File: src/rtl/rtc_cmd_parser_if.sv
// Byte-stream input and RTC write-path outputs of the ASCII command parser.
// slave = parser side, master = UART receiver / RTC write path side.
interface rtc_cmd_parser_if;
    logic       rxDone;
    logic [7:0] rxData;
    logic [7:0] secData;
    logic [7:0] minData;
    logic [7:0] hrsData;
    logic [7:0] dateData;
    logic [7:0] monData;
    logic [7:0] yrData;
    logic [7:0] dayData;
    logic       timeWr;
    logic       dateWr;
    logic       err;
    logic [1:0] errCode;
    logic       busy;

    modport slave (
        input  rxDone, rxData,
        output secData, minData, hrsData, dateData, monData, yrData, dayData,
        output timeWr, dateWr, err, errCode, busy
    );

    modport master (
        output rxDone, rxData,
        input  secData, minData, hrsData, dateData, monData, yrData, dayData,
        input  timeWr, dateWr, err, errCode, busy
    );
endinterface

File: src/rtl/rtc_cmd_parser.sv
// Parses "T hh:mm:ss" / "D yy/mm/dd w" lines into packed-BCD RTC fields.
// Optional range validation is enabled by defining RTC_PARSER_RANGE_CHECK_EN.
module rtc_cmd_parser #(
    parameter int unsigned CLK_HZ     = 100_000_000,
    parameter int unsigned TIMEOUT_MS = 1000
) (
    input  logic             clk,
    input  logic             rst,
    rtc_cmd_parser_if.slave  bus
);
    localparam int unsigned TIMEOUT_CLKS = CLK_HZ / 1000 * TIMEOUT_MS;
    localparam int unsigned TO_W         = (TIMEOUT_CLKS > 1) ? $clog2(TIMEOUT_CLKS) : 1;
    localparam int unsigned IDX_W        = 4;
    localparam int unsigned STAGE_W      = 28;

    localparam logic [IDX_W-1:0] T_LAST = IDX_W'(9);
    localparam logic [IDX_W-1:0] D_LAST = IDX_W'(11);

    localparam logic [1:0] ERR_SYNTAX  = 2'd1;
    localparam logic [1:0] ERR_TIMEOUT = 2'd3;
`ifdef RTC_PARSER_RANGE_CHECK_EN
    localparam logic [1:0] ERR_RANGE   = 2'd2;
`endif

    typedef enum logic [1:0] {
        IDLE    = 2'd0,
        RECV    = 2'd1,
        DISCARD = 2'd2
    } stateT;

    stateT              state, stateN;
    logic [IDX_W-1:0]   idx, idxN;
    logic               isDate, isDateN;
    logic [STAGE_W-1:0] stage, stageN;
    logic [TO_W-1:0]    toCnt, toCntN;

    logic [7:0] secQ, minQ, hrsQ, dateQ, monQ, yrQ, dayQ;
    logic [7:0] secN, minN, hrsN, dateN, monN, yrN, dayN;
    logic       timeWrQ, dateWrQ, errQ, busyQ;
    logic       timeWrN, dateWrN, errN, busyN;
    logic [1:0] errCodeQ, errCodeN;

    logic             isEol, isDigit, isTimeLetter, isDateLetter;
    logic [IDX_W-1:0] lastIdx;
    logic             tplDigit;
    logic [7:0]       tplChar;
    logic             timeOk, dateOk;
    logic             toExpire;

    // Byte classification and template character at the current index
    always_comb begin
        isEol        = (bus.rxData == 8'h0D) || (bus.rxData == 8'h0A);
        isDigit      = (bus.rxData >= 8'h30) && (bus.rxData <= 8'h39);
        isTimeLetter = (bus.rxData == 8'h54) || (bus.rxData == 8'h74);
        isDateLetter = (bus.rxData == 8'h44) || (bus.rxData == 8'h64);
        lastIdx      = isDate ? D_LAST : T_LAST;
        tplDigit     = 1'b0;
        tplChar      = 8'h20;
        case (idx)
            4'd1, 4'd2, 4'd4, 4'd5, 4'd7, 4'd8, 4'd10: tplDigit = 1'b1;
            4'd3, 4'd6: tplChar = isDate ? 8'h2F : 8'h3A;
            default:    tplChar = 8'h20;
        endcase
    end

    // Staged BCD layout: time = hh[23:16] mm[15:8] ss[7:0]; date = yy[27:20] mm[19:12] dd[11:4] w[3:0]
    always_comb begin
`ifdef RTC_PARSER_RANGE_CHECK_EN
        timeOk = (stage[23:16] <= 8'h23) && (stage[15:8] <= 8'h59) && (stage[7:0] <= 8'h59);
        dateOk = (stage[19:12] >= 8'h01) && (stage[19:12] <= 8'h12) &&
                 (stage[11:4]  >= 8'h01) && (stage[11:4]  <= 8'h31) &&
                 (stage[3:0]   >= 4'd1)  && (stage[3:0]   <= 4'd7);
`else
        timeOk = 1'b1;
        dateOk = 1'b1;
`endif
    end

    // A byte arriving in the expiry cycle wins over the timeout
    always_comb begin
        toExpire = (TIMEOUT_CLKS != 0) && (state != IDLE) && !bus.rxDone &&
                   (toCnt == TO_W'(TIMEOUT_CLKS - 1));
        toCntN   = (bus.rxDone || state == IDLE) ? '0 : toCnt + TO_W'(1);
    end

    // Next-state and registered-output logic
    always_comb begin
        stateN   = state;
        idxN     = idx;
        isDateN  = isDate;
        stageN   = stage;
        secN     = secQ;
        minN     = minQ;
        hrsN     = hrsQ;
        dateN    = dateQ;
        monN     = monQ;
        yrN      = yrQ;
        dayN     = dayQ;
        timeWrN  = 1'b0;
        dateWrN  = 1'b0;
        errN     = 1'b0;
        errCodeN = errCodeQ;

        case (state)
            IDLE: begin
                if (bus.rxDone && (isTimeLetter || isDateLetter)) begin
                    stateN  = RECV;
                    idxN    = '0;
                    isDateN = isDateLetter;
                    stageN  = '0;
                end
            end

            RECV: begin
                if (bus.rxDone) begin
                    if (isEol) begin
                        stateN = IDLE;
                        if (idx != lastIdx) begin
                            errN     = 1'b1;
                            errCodeN = ERR_SYNTAX;
                        end else if (!isDate) begin
                            if (timeOk) begin
                                hrsN    = stage[23:16];
                                minN    = stage[15:8];
                                secN    = stage[7:0];
                                timeWrN = 1'b1;
                            end else begin
                                errN     = 1'b1;
`ifdef RTC_PARSER_RANGE_CHECK_EN
                                errCodeN = ERR_RANGE;
`endif
                            end
                        end else begin
                            if (dateOk) begin
                                yrN     = stage[27:20];
                                monN    = stage[19:12];
                                dateN   = stage[11:4];
                                dayN    = {4'h0, stage[3:0]};
                                dateWrN = 1'b1;
                            end else begin
                                errN     = 1'b1;
`ifdef RTC_PARSER_RANGE_CHECK_EN
                                errCodeN = ERR_RANGE;
`endif
                            end
                        end
                    end else if (idx == lastIdx) begin
                        stateN = DISCARD;
                    end else if (tplDigit) begin
                        if (isDigit) begin
                            stageN = {stage[STAGE_W-5:0], bus.rxData[3:0]};
                            idxN   = idx + IDX_W'(1);
                        end else begin
                            stateN = DISCARD;
                        end
                    end else if (bus.rxData == tplChar) begin
                        idxN = idx + IDX_W'(1);
                    end else begin
                        stateN = DISCARD;
                    end
                end else if (toExpire) begin
                    stateN   = IDLE;
                    errN     = 1'b1;
                    errCodeN = ERR_TIMEOUT;
                end
            end

            DISCARD: begin
                if (bus.rxDone && isEol) begin
                    stateN   = IDLE;
                    errN     = 1'b1;
                    errCodeN = ERR_SYNTAX;
                end else if (toExpire) begin
                    stateN   = IDLE;
                    errN     = 1'b1;
                    errCodeN = ERR_TIMEOUT;
                end
            end

            default: stateN = IDLE;
        endcase

        busyN = (stateN != IDLE);
    end

    always_ff @(posedge clk) begin
        if (!rst) begin
            state    <= IDLE;
            idx      <= '0;
            isDate   <= 1'b0;
            stage    <= '0;
            toCnt    <= '0;
            secQ     <= 8'h00;
            minQ     <= 8'h00;
            hrsQ     <= 8'h00;
            dateQ    <= 8'h00;
            monQ     <= 8'h00;
            yrQ      <= 8'h00;
            dayQ     <= 8'h01;
            timeWrQ  <= 1'b0;
            dateWrQ  <= 1'b0;
            errQ     <= 1'b0;
            errCodeQ <= 2'd0;
            busyQ    <= 1'b0;
        end else begin
            state    <= stateN;
            idx      <= idxN;
            isDate   <= isDateN;
            stage    <= stageN;
            toCnt    <= toCntN;
            secQ     <= secN;
            minQ     <= minN;
            hrsQ     <= hrsN;
            dateQ    <= dateN;
            monQ     <= monN;
            yrQ      <= yrN;
            dayQ     <= dayN;
            timeWrQ  <= timeWrN;
            dateWrQ  <= dateWrN;
            errQ     <= errN;
            errCodeQ <= errCodeN;
            busyQ    <= busyN;
        end
    end

    assign bus.secData  = secQ;
    assign bus.minData  = minQ;
    assign bus.hrsData  = hrsQ;
    assign bus.dateData = dateQ;
    assign bus.monData  = monQ;
    assign bus.yrData   = yrQ;
    assign bus.dayData  = dayQ;
    assign bus.timeWr   = timeWrQ;
    assign bus.dateWr   = dateWrQ;
    assign bus.err      = errQ;
    assign bus.errCode  = errCodeQ;
    assign bus.busy     = busyQ;
endmodule

File: src/flat_wrapper.sv
// flat-port wrapper written by rule: the top's interface ports become plain ports
module rtc_cmd_parser_flat 
#(
    parameter int unsigned CLK_HZ     = 100_000_000,
    parameter int unsigned TIMEOUT_MS = 1000
)
  (clk, rst, bus_rxDone, bus_rxData, bus_secData, bus_minData, bus_hrsData, bus_dateData, bus_monData, bus_yrData, bus_dayData, bus_timeWr, bus_dateWr, bus_err, bus_errCode, bus_busy);
  rtc_cmd_parser_if bus_i ();
  input  logic clk;
  input  logic rst;
  input wire logic [$bits(bus_i.rxDone)-1:0] bus_rxDone;
  input wire logic [$bits(bus_i.rxData)-1:0] bus_rxData;
  output wire logic [$bits(bus_i.secData)-1:0] bus_secData;
  output wire logic [$bits(bus_i.minData)-1:0] bus_minData;
  output wire logic [$bits(bus_i.hrsData)-1:0] bus_hrsData;
  output wire logic [$bits(bus_i.dateData)-1:0] bus_dateData;
  output wire logic [$bits(bus_i.monData)-1:0] bus_monData;
  output wire logic [$bits(bus_i.yrData)-1:0] bus_yrData;
  output wire logic [$bits(bus_i.dayData)-1:0] bus_dayData;
  output wire logic [$bits(bus_i.timeWr)-1:0] bus_timeWr;
  output wire logic [$bits(bus_i.dateWr)-1:0] bus_dateWr;
  output wire logic [$bits(bus_i.err)-1:0] bus_err;
  output wire logic [$bits(bus_i.errCode)-1:0] bus_errCode;
  output wire logic [$bits(bus_i.busy)-1:0] bus_busy;
  assign bus_i.rxDone = bus_rxDone;
  assign bus_i.rxData = bus_rxData;
  assign bus_secData = bus_i.secData;
  assign bus_minData = bus_i.minData;
  assign bus_hrsData = bus_i.hrsData;
  assign bus_dateData = bus_i.dateData;
  assign bus_monData = bus_i.monData;
  assign bus_yrData = bus_i.yrData;
  assign bus_dayData = bus_i.dayData;
  assign bus_timeWr = bus_i.timeWr;
  assign bus_dateWr = bus_i.dateWr;
  assign bus_err = bus_i.err;
  assign bus_errCode = bus_i.errCode;
  assign bus_busy = bus_i.busy;
  rtc_cmd_parser #(.CLK_HZ(CLK_HZ), .TIMEOUT_MS(TIMEOUT_MS)) u_core (.clk(clk), .rst(rst), .bus(bus_i));
endmodule
File: config.mk
export PLATFORM = sky130hd
export DESIGN_NAME = rtc_cmd_parser_flat
export DESIGN_NICKNAME = d
export VERILOG_FILES = /design/src/rtl/rtc_cmd_parser_if.sv /design/src/rtl/rtc_cmd_parser.sv /design/src/flat_wrapper.sv
export SDC_FILE = /design/constraint.sdc
export NUM_CORES = 1
export LEC_CHECK = 0
export ABC_AREA = 1
export CAP_MARGIN = 20
export CELL_PAD_IN_SITES_DETAIL_PLACEMENT = 0
export CELL_PAD_IN_SITES_GLOBAL_PLACEMENT = 2
export CORE_UTILIZATION = 35
export CTS_BUF_LIST = sky130_fd_sc_hd__clkbuf_2 sky130_fd_sc_hd__clkbuf_4 sky130_fd_sc_hd__clkbuf_8
export CTS_CLUSTER_DIAMETER = 80
export CTS_CLUSTER_SIZE = 8
export DETAILED_ROUTE_END_ITERATION = 10
export PLACE_DENSITY_LB_ADDON = 0.2
export RECOVER_POWER = 100
export SYNTH_ARGS = -nofsm -noshare
export SYNTH_HDL_FRONTEND = slang
export SYNTH_SLANG_ARGS = --single-unit
File: constraint.sdc
create_clock -name clk -period 3.1 [get_ports clk]
set_input_delay 0.62 -clock clk [delete_from_list [all_inputs] [get_ports clk]]
set_output_delay 0.62 -clock clk [all_outputs]
set_load 0.01 [all_outputs]
# --- Word-level counts from Yosys, hierarchy flattened ---
# Index checks and enable logic that the tools add are counted.
# W data, S select, Z words.
classes:
  order_cmp: 2
  mux: 43
  eq_ne: 31
  n_addsub: 2
  n_bitwise: 6
  reduce_logical: 26
op_table:
  columns: ["cell", "count"]
  rows:
  - ["$mux W28", 6]
  - ["$pmux W28 S2", 1]
  - ["$eq A8 B7 Y1 const B", 4]
  - ["$mux W2", 15]
  - ["$mux W4", 7]
  - ["$add A27 B1 Y27 const B", 1]
  - ["$eq A27 B27 Y1 const B", 1]
  - ["$eq A4 B3 Y1 const B", 4]
  - ["$eq A8 B4 Y1 const B", 2]
  - ["$reduce_and A7 Y1", 2]
  - ["$reduce_and A5 Y1", 2]
  - ["$ne A3 B2 Y1 const B", 3]
  - ["$eq A4 B2 Y1 const B", 2]
  - ["$eq A4 B4 Y1 const B", 2]
  - ["$eq A8 B8 Y1", 1]
  - ["$ge A8 B6 Y1 const B", 1]
  - ["$le A8 B6 Y1 const B", 1]
  - ["$mux W1", 8]
  - ["$mux W8", 1]
  - ["$ne A2 B2 Y1 const B", 4]
  - ["$pmux W4 S2", 1]
  - ["$reduce_bool A2 Y1", 4]
  - ["$reduce_or A7 Y1", 1]
  - ["$not A1 Y1", 6]
  - ["20 further kinds", 30]
word_totals:
  word_cells: 127
  ff_bits: 120

# --- Logic depth before layout (Yosys ltp) ---
# Gate-level depths: netlist of the first run.
depth:
  word_depth: 11
  depth_mapped: 15
  depth_no_buf: 15

# --- Worst setup path before layout of the first run ---
# No wires, ideal clock.
synth_path:
  path_type: "input to register"
  from: "in bus_rxData[7]"
  to: "reg u_core.stage[3]"
  t_required_ns: 3.033
  stages: 8
  path_buffers: 1
  arrival_time_ns: 1.859
  path_slack_ns: 1.174
  path_cell_list: "nor2_1 > nand2_1 > nor3_1 > a21oi_2 > nor3_4 > buf_6 > nand3_1 > a21oi_2"
synth_via:
  elab_chain_cells: 6
  elab_cells_between_ends: 18
  classes_between: "order compare: 2; eq/ne: 9; reduce/logical: 7"
synth_rtl:
  columns: ["item", "line_no", "source"]
  rows:
  - ["start, declared", "flat_wrapper.sv:12", "input wire logic [$bits(bus_i.rxData)-1:0] bus_rxData;"]
  - ["parallel branches: the longest is 5 deep, another holds $ge A8 B6 Y1", null, null]
  - ["$reduce_and A7 Y1 (no source line) *", null, null]
  - ["end signal, assigned", "rtc_cmd_parser.sv:209", "stage <= stageN;"]
  - ["end, declared", "rtc_cmd_parser.sv:34", "logic [STAGE_W-1:0] stage, stageN;"]
# Mark *: on every way between the ends.
# A chain may end at the register's enable or synchronous reset.

# --- Worst setup path after layout of the first run ---
layout_path:
  from: "in bus_rxData[3]"
  to: "reg u_core.monQ[4], in the netlist u_core.bus.monData[4]"
layout_via:
  elab_chain_cells: 3
  elab_cells_between_ends: 4
  classes_between: "eq/ne: 2; reduce/logical: 2"
layout_rtl:
  columns: ["item", "line_no", "source"]
  rows:
  - ["$eq A8 B4 Y1", "rtc_cmd_parser.sv:52", "isEol = (bus.rxData == 8'h0D) || (bus.rxData == 8'h0A);"]
  - ["$logic_or A1 B1 Y1 *", "rtc_cmd_parser.sv:52", null]
  - ["$reduce_and A5 Y1 (no source line) *", null, null]
  - ["end signal, assigned", "rtc_cmd_parser.sv:215", "monQ <= monN;"]
  - ["end, declared", "rtc_cmd_parser.sv:37", "logic [7:0] secQ, minQ, hrsQ, dateQ, monQ, yrQ, dayQ;"]
# Every way passes the cells marked *; elsewhere a longest branch is shown, timed or not.

==> results of run 1 <==
## cells in the final DEF, fill, tap and decap left out, types with 3 or more instances in the layout
cell type        instances
conb_1                   4
inv_1                   82
nor2_1                  79
nand3_1                 54
nor3_1                  14
buf_12                   3
a21oi_1                 78
inv_2                    4
xor2_1                   6
nand4_1                  6
ha_1                     9
or2_0                    3
clkdlybuf4s50_1          9
clkinv_2                 5
dfxtp_1                120
clkbuf_8                20
o21ai_1                  8
dlygate4sd3_1           59
nand2_1                124
a211oi_1                25
o21ai_0                 33
buf_4                    3
## power breakdown
part | switching (uW) | internal (uW)
clock | 619 | 770
combinational | 52.1 | 24.3
sequential | 1.41 | 1540
total | 673 | 2340
## Yosys cell counts, drive strengths merged
cell	instances	area share, %
nor4	1	0.12
a21boi	1	0.14
xor2	6	1.0
nor3	15	1.6
clkinv	1	0.071
nand2	125	9.1
o21a	2	0.29
o21ai	41	3.9
ha	9	2.1
nor2b	1	0.12
buf	21	2.9
a21oi	80	7.8
nand3	55	5.5
inv	86	6.1
o22ai	1	0.24
nand4	6	0.71
conb	1	0.071
nor3b	2	0.29
a211oi	25	3.6
clkbuf	13	0.93
nor2	83	6.9
o211ai	1	0.14
dfxtp	120	46
or2	5	0.60
## worst max-delay path: stages
cell and delay, ns:
clkdlybuf4s50_1 0.57, nand2_1 0.09, inv_2 0.06, nand3_1 0.08, a21oi_2 0.27, inv_2 0.06, nor2_1 0.33, nand3_4 0.16
nor2_8 0.24, buf_12 0.23, o21ai_0 0.10, a21oi_1 0.14
## metrics by stage
stage	total power [uW]	hold WS, ns	utilization, %	setup slack, ns	instance area, um2
final	3010	0.459	44.0	0.503	6420
after global placement	1660	0.427	41.6	0.289	6080
after global routing	3130	0.486	44.0	0.271	6420
after floorplan	1630	0.418	-	1.17	5270
after CTS	3050	0.468	44.3	0.675	6460
after detailed placement	1660	0.457	41.6	0.242	6080
## path summary, 6_finish.rpt
check	endpoint	slack [ns]	depth (start not counted)
setup / recovery	u_core.bus.monData[4]	0.50	12
setup reg to reg	u_core.bus.monData[4]	0.53	9
hold reg to reg	u_core.toCnt[0]	0.46	1
hold / removal	u_core.toCnt[0]	0.46	1
## per-layer routing
layer	wire [um]	part of all wire (%)	vias to the layer above	track usage, %
met5	0	0	-	0
met1	6460	50	2154	23.0
met2	5720	45	83	25.9
li1	-	-	2411	-
met4	196	1.5	0	6.24
met3	430	3.4	20	4.77
## cell families (layout without fill, tap and decap cells)
| group | Yosys count | count (layout) | synth area share (%) |
|---|---|---|---|
| AO/OA/AOI/OAI | 151 | 151 | 16.1 |
| other | 1 | 4 | 0.0713 |
| XOR/XNOR | 6 | 6 | 1.00 |
| adder cells (fa/ha/maj) | 9 | 9 | 2.14 |
| buffers and inverters | 121 | 192 | 10.0 |
| flip-flops | 120 | 120 | 45.7 |
| AND/OR/NAND/NOR | 293 | 293 | 24.9 |
## registers in the layout, summed over array words and instances, names as in the netlist, 4 cells and up
signal and count:
u_core.toCnt 27, u_core.bus.dateData 8, u_core.bus.hrsData 8, u_core.stage 28, u_core.bus.dayData 4, u_core.bus.monData 8, u_core.bus.minData 8, u_core.bus.yrData 8
u_core.bus.secData 8, u_core.idx 4
## area by class of cell
cell class | count | area, um2 | area share (%)
Sequential cell | 120 | 2400 | 37.4
Multi-Input combinational cell | 463 | 2310 | 36.0
Timing Repair Buffer | 75 | 767 | 11.9
Inverter | 87 | 327 | 5.09
Clock buffer | 21 | 283 | 4.40
Tap cell | 184 | 230 | 3.59
Clock inverter | 9 | 100 | 1.56
==> summary.md, run 1 <==
| Metric | Value |
|---|---|
| Status | `finished clean` |
| Clock-pin slew on the worst setup and hold paths | `0.07 ns` |
| IO buf count | `68` |
| Die width | `125 um` |
| Via/cell ratio | `4.87` |
| First-pass GRT wire length | `21.4 mm` |
| Peak VDD IR | `0.000266 V` |
| DP Wirelength | `8.68 mm` |
| PwrDens | `469 mW/mm2` |
| Hold_sp | `u_core.toCnt[0]` |
| RePlAce Congestion | `0.813` |
| Flop and latch count out of synthesis | `120` |
| CTS root buf | `clkbuf_8` |
| Largest net degree at the start of global routing | `60` |
| Chip height | `about 120 um` |
| Core area | `0.0146 mm2` |
| Post-Synthesis Cells | `701` |
| H-tree depth | `4` |
| Synth unique cells | `37` |
| Placed Cells | `929` |
| Initial Utilization | `36.0%` |
| CTS tree | `built` |
| DR DRC count | `0` |
| Hold Fails Final Rpt | `0` |
| DR pass1 iterations | `4` |
| Synthesis-to-finish area growth | `22.1%` |
| Fin crit period | `~2.6 ns` |
| Seq/Total Area, Yosys | `a little under half` |
| Crit Path Class | `input port to flop` |
| Fmax | `385 MHz` |
| Global route overflow | `0` |
| Row cnt | `44` |
| Clk_lat worst skew | `0.44 ns` |
| Filler cell count | `1497` |
| Vias in the first global route | `4383` |
| Antenna violations before repair | `0` |
| Post-route antenna net violation count | `0` |
| Inserted Clock Buffers | `17` |
| Vias | `4668` |
| RSZ-0062 raised after global routing | `no` |
| Non-Filler Instances | `959` |
| Slew margin rel. | `47.3%` |
| Synthesis Warnings | `0` |
| Critical register-to-register path startpoint | `u_core.state[1]` |
| Die Area | `between 0.015 and 0.02 mm2` |
| Fin crit share | `83.8%` |
| Initial DRC Count | `around 200` |
| Setup TNS | `0 ns` |
| Critical Path Start Type | `input port` |
| Final Max Slew Viols | `0` |
| CP required | `3.47 ns` |
| Hold buffers post-CTS | `0` |
| Synth Cell Area | `~0.0053 mm2` |
| Clock Tree Buf Depth | `2` |
| Leak Pwr | `0.00249 uW` |
| Skew final | `0.00926 ns` |
| WL/cell | `13.4 um` |
| Routed WL | `12.8 mm` |
| PostCTS Resize Cnt | `0` |
| Tightest Pin Transition | `0.789 ns` |
| Ports | `73` |
| Arrival time worst endpoint | `around 3.0 ns` |
| Final setup vio count | `0` |
| TritonCTS Sinks | `120` |
| Critical path origin | `bus_rxData[3]` |
| Ratio of cells with drive above 1 in the final layout | `under 10%` |
| Antenna diode count | `0` |
| Post-CTS Setup Inserts | `0` |
| Worst-path fanout max | `36` |
| Worst setup EP type | `flop` |
| Max_cap viols | `0` |
| GR Util All Layers | `between 10% and 20%` |
| Final #Nets | `approximately 780` |
| Mean Syn Cell Area | `between 7 and 8 um2` |
| Hold Path Class | `flop to flop` |
No activity file was read; power rests on OpenSTA's default activity.
==> run 2: changes to the inputs <==
CORE_UTILIZATION = 32   (was 35)
clock period = 2.6 ns   (was 3.1 ns; I/O delays follow)
==> run 2 against run 1 <==
- clock power grew 34%
- sequential share of layout area is 0.79 points lower
- first-iteration DRC count increased by 35%
- wire length grew 1.8%
- final cell count is 3.9% higher
- final area is 2.1% higher
- clock-buffer cell count up 4
- utilization fell by 2.9 points
- critical path depth unchanged
- sequential power is 19% higher
- largest power group is now the clock network
- highest routed layer unchanged
==> summary.md, run 2 (synthesis gave the netlist of run 1 again) <==
| Metric | Value |
|---|---|
| Status | `finished clean` |
| Critical path, cell by cell | `dlygate4sd3_1 -> nand2_1 -> inv_1 -> nand3_1 -> a21oi_1 -> inv_1 -> nor2_8 -> nand3_4 -> nor2_8 -> buf_12 -> o21ai_0 -> a21oi_1` |
| Inserted Clock Buffers | `17` |
| Clock Tree Buf Depth | `2` |
| Tightest Pin Transition | `0.763 ns` |
| Leak Pwr | `0.00257 uW` |
| GR Util All Layers | `16.8%` |
| Clock-pin slew on the worst setup and hold paths | `~0.070 ns` |
| Reg-to-reg endpoint | `u_core.stage[17]` |
| Post-route antenna net violation count | `0` |
| Routed WL | `13.0 mm` |
| Antenna diode count | `0` |
| Antenna violations before repair | `0` |
| Max_cap viols | `0` |
| Clk_lat worst skew | `approximately 0.44 ns` |
| Hold Path Class | `flop to flop` |
| Filler cell count | `1666` |
| First-pass GRT wire length | `21.8 mm` |
| Via/cell ratio | `4.64` |
| PwrDens | `579 mW/mm2` |
| Global route overflow | `0` |
| Critical path origin | `bus_rxData[3]` |
| PostCTS Resize Cnt | `0` |
| Max FFs per register | `28` |
| Ports | `between 70 and 80` |
| Initial Utilization | `33.0%` |
| TritonCTS Sinks | `120` |
| Initial DRC Count | `264` |
| DP Wirelength | `between 8 and 9 mm` |
| Final Max Slew Viols | `0` |
| Most common cell after layout, fill and taps aside | `nand2_1` |
| Ratio of cells with drive above 1 in the final layout | `7.56%` |
| Largest net degree at the start of global routing | `60` |
| Fmax | `430 MHz` |
| Crit path max-delay family | `buffers and inverters` |
| Synthesis-to-finish area growth | `24.8%` |
| Die Area | `0.0169 mm2` |
| Hold Fails Final Rpt | `0` |
| Critical Path Start Type | `input port` |
| Peak VDD IR | `0.000343 V` |
| WL/cell | `13.1 um` |
| Final #Nets | `787` |
| Largest regs | `u_core.stage (28), u_core.toCnt (27)` |
| Worst-path fanout max | `50` |
| Worst setup EP type | `flop` |
| Slew margin rel. | `49.0%` |
| Vias in the first global route | `4343` |
| Worst Setup EP | `u_core.bus.monData[4]` |
| DR pass1 iterations | `5` |
| Final setup vio count | `0` |
| Top reg by flops | `u_core.stage` |
| RSZ-0062 raised after global routing | `no` |
| Core area | `0.0159 mm2` |
| Worst path bufs/invs | `4` |
| DR DRC count | `0` |
| Fin crit period | `2.33 ns` |
| Arrival time worst endpoint | `~2.7 ns` |
| Setup TNS | `0 ns` |
| Hold buffers post-CTS | `0` |
| CTS tree | `built` |
| RePlAce Congestion | `around 0.8` |
| Critical register-to-register path startpoint | `u_core.idx[0]` |
| IO buf count | `68` |
| Die width | `130 um` |
| Post-route cell area | `0.00656 mm2` |
| Reg-to-reg slack, setup | `between 0.3 and 0.4 ns` |
| Slowest stage delay, CP | `0.68 ns` |
| Row cnt | `46` |
| Placed cell areas | `0.00614 mm2` |
| Worst r2r path cells | `11` |
| CP required | `2.98 ns` |
| Cell at the slowest stage of the critical path | `dlygate4sd3_1` |
| CTS root buf | `clkbuf_8` |
| Final WS setup | `0.272 ns` |
| Post-CTS Setup Inserts | `0` |
| Core Util, Final | `~40%` |
| Chip height | `130 um` |
| Vias | `around 4600` |
| Cell depth of the worst setup path | `12` |
| Fin crit share | `89.5%` |
| DP Worst Slack | `-0.0249 ns` |
| Crit Path Class | `input port to flop` |
| Most frequent cells in the layout | `nand2_1, dfxtp_1, inv_1, a21oi_1, nor2_1` |
| H-tree depth | `4` |
| Skew final | `0.00640 ns` |
run 2: stage by stage:
| stage | hold slack (ns) | cells | power (uW) |
|---|---|---|---|
| 3_3_place_gp | 0.439 | 964 | 1980 |
| 2_1_floorplan | 0.418 | 704 | 1940 |
| 6_report | 0.457 | 996 | 3800 |
| 5_1_grt | 0.489 | 996 | 3950 |
| 3_5_place_dp | 0.448 | 964 | 1980 |
| 4_1_cts | 0.460 | 996 | 3840 |
run 2: area by class of cell:
type | count | area [um2] | share of cell area [%]
sequential | 120 | 2400 | 36.6
multi-input combinational | 463 | 2330 | 35.5
timing repair buffer | 78 | 786 | 12.0
clock buffer | 25 | 332 | 5.06
inverter | 87 | 327 | 4.98
tap | 216 | 270 | 4.12
clock inverter | 7 | 113 | 1.72
run 2: metal layers:
layer / vias up / GRT usage (%) / wire length (um)
met1: 2092 / 23.3 / 6790
met3: 17 / 4.59 / 508
met2: 85 / 24.3 / 5480
met5: - / 0 / 0
met4: 0 / 7.25 / 246
li1: 2429 / - / -
run 2: worst min-delay path by stage:
stage / startpoint / endpoint / slack [ns] / cells after the start
3_3_place_gp: u_core.toCnt[0] / u_core.toCnt[0] / 0.44 / 1
2_1_floorplan: u_core.toCnt[0] / u_core.toCnt[0] / 0.42 / 1
6_report: u_core.toCnt[0] / u_core.toCnt[0] / 0.46 / 1
3_5_place_dp: u_core.toCnt[0] / u_core.toCnt[0] / 0.45 / 1
5_1_grt: u_core.toCnt[0] / u_core.toCnt[0] / 0.49 / 1
4_1_cts: u_core.toCnt[0] / u_core.toCnt[0] / 0.46 / 1
run 2: power breakdown:
part | total [uW] | switching [uW] | internal (uW) | leakage, uW
Combinational | 92.2 | 62.3 | 30.0 | 0.00137
Clock | 1860 | 744 | 1120 | 0.000229
Sequential | 1840 | 1.68 | 1840 | 0.000966
Total | 3800 | 808 | 2990 | 0.00257
run 2: worst register-to-register path, cell delays in order (launching register included):
cell and delay [ns]:
dfxtp_1 0.43, inv_1 0.11, ha_1 0.22, nor2_1 0.09, nand2_1 0.05, nand2_1 0.05, nand3_1 0.12, a21oi_1 0.39
inv_1 0.14, nand2_4 0.28, nand2_1 0.10, a21oi_1 0.16
==> run 3: changes to the inputs <==
CORE_MARGIN = 1   (was not set)
==> results of run 3 <==
No change in the layout: final DEF, timing and power equal those of run 2.
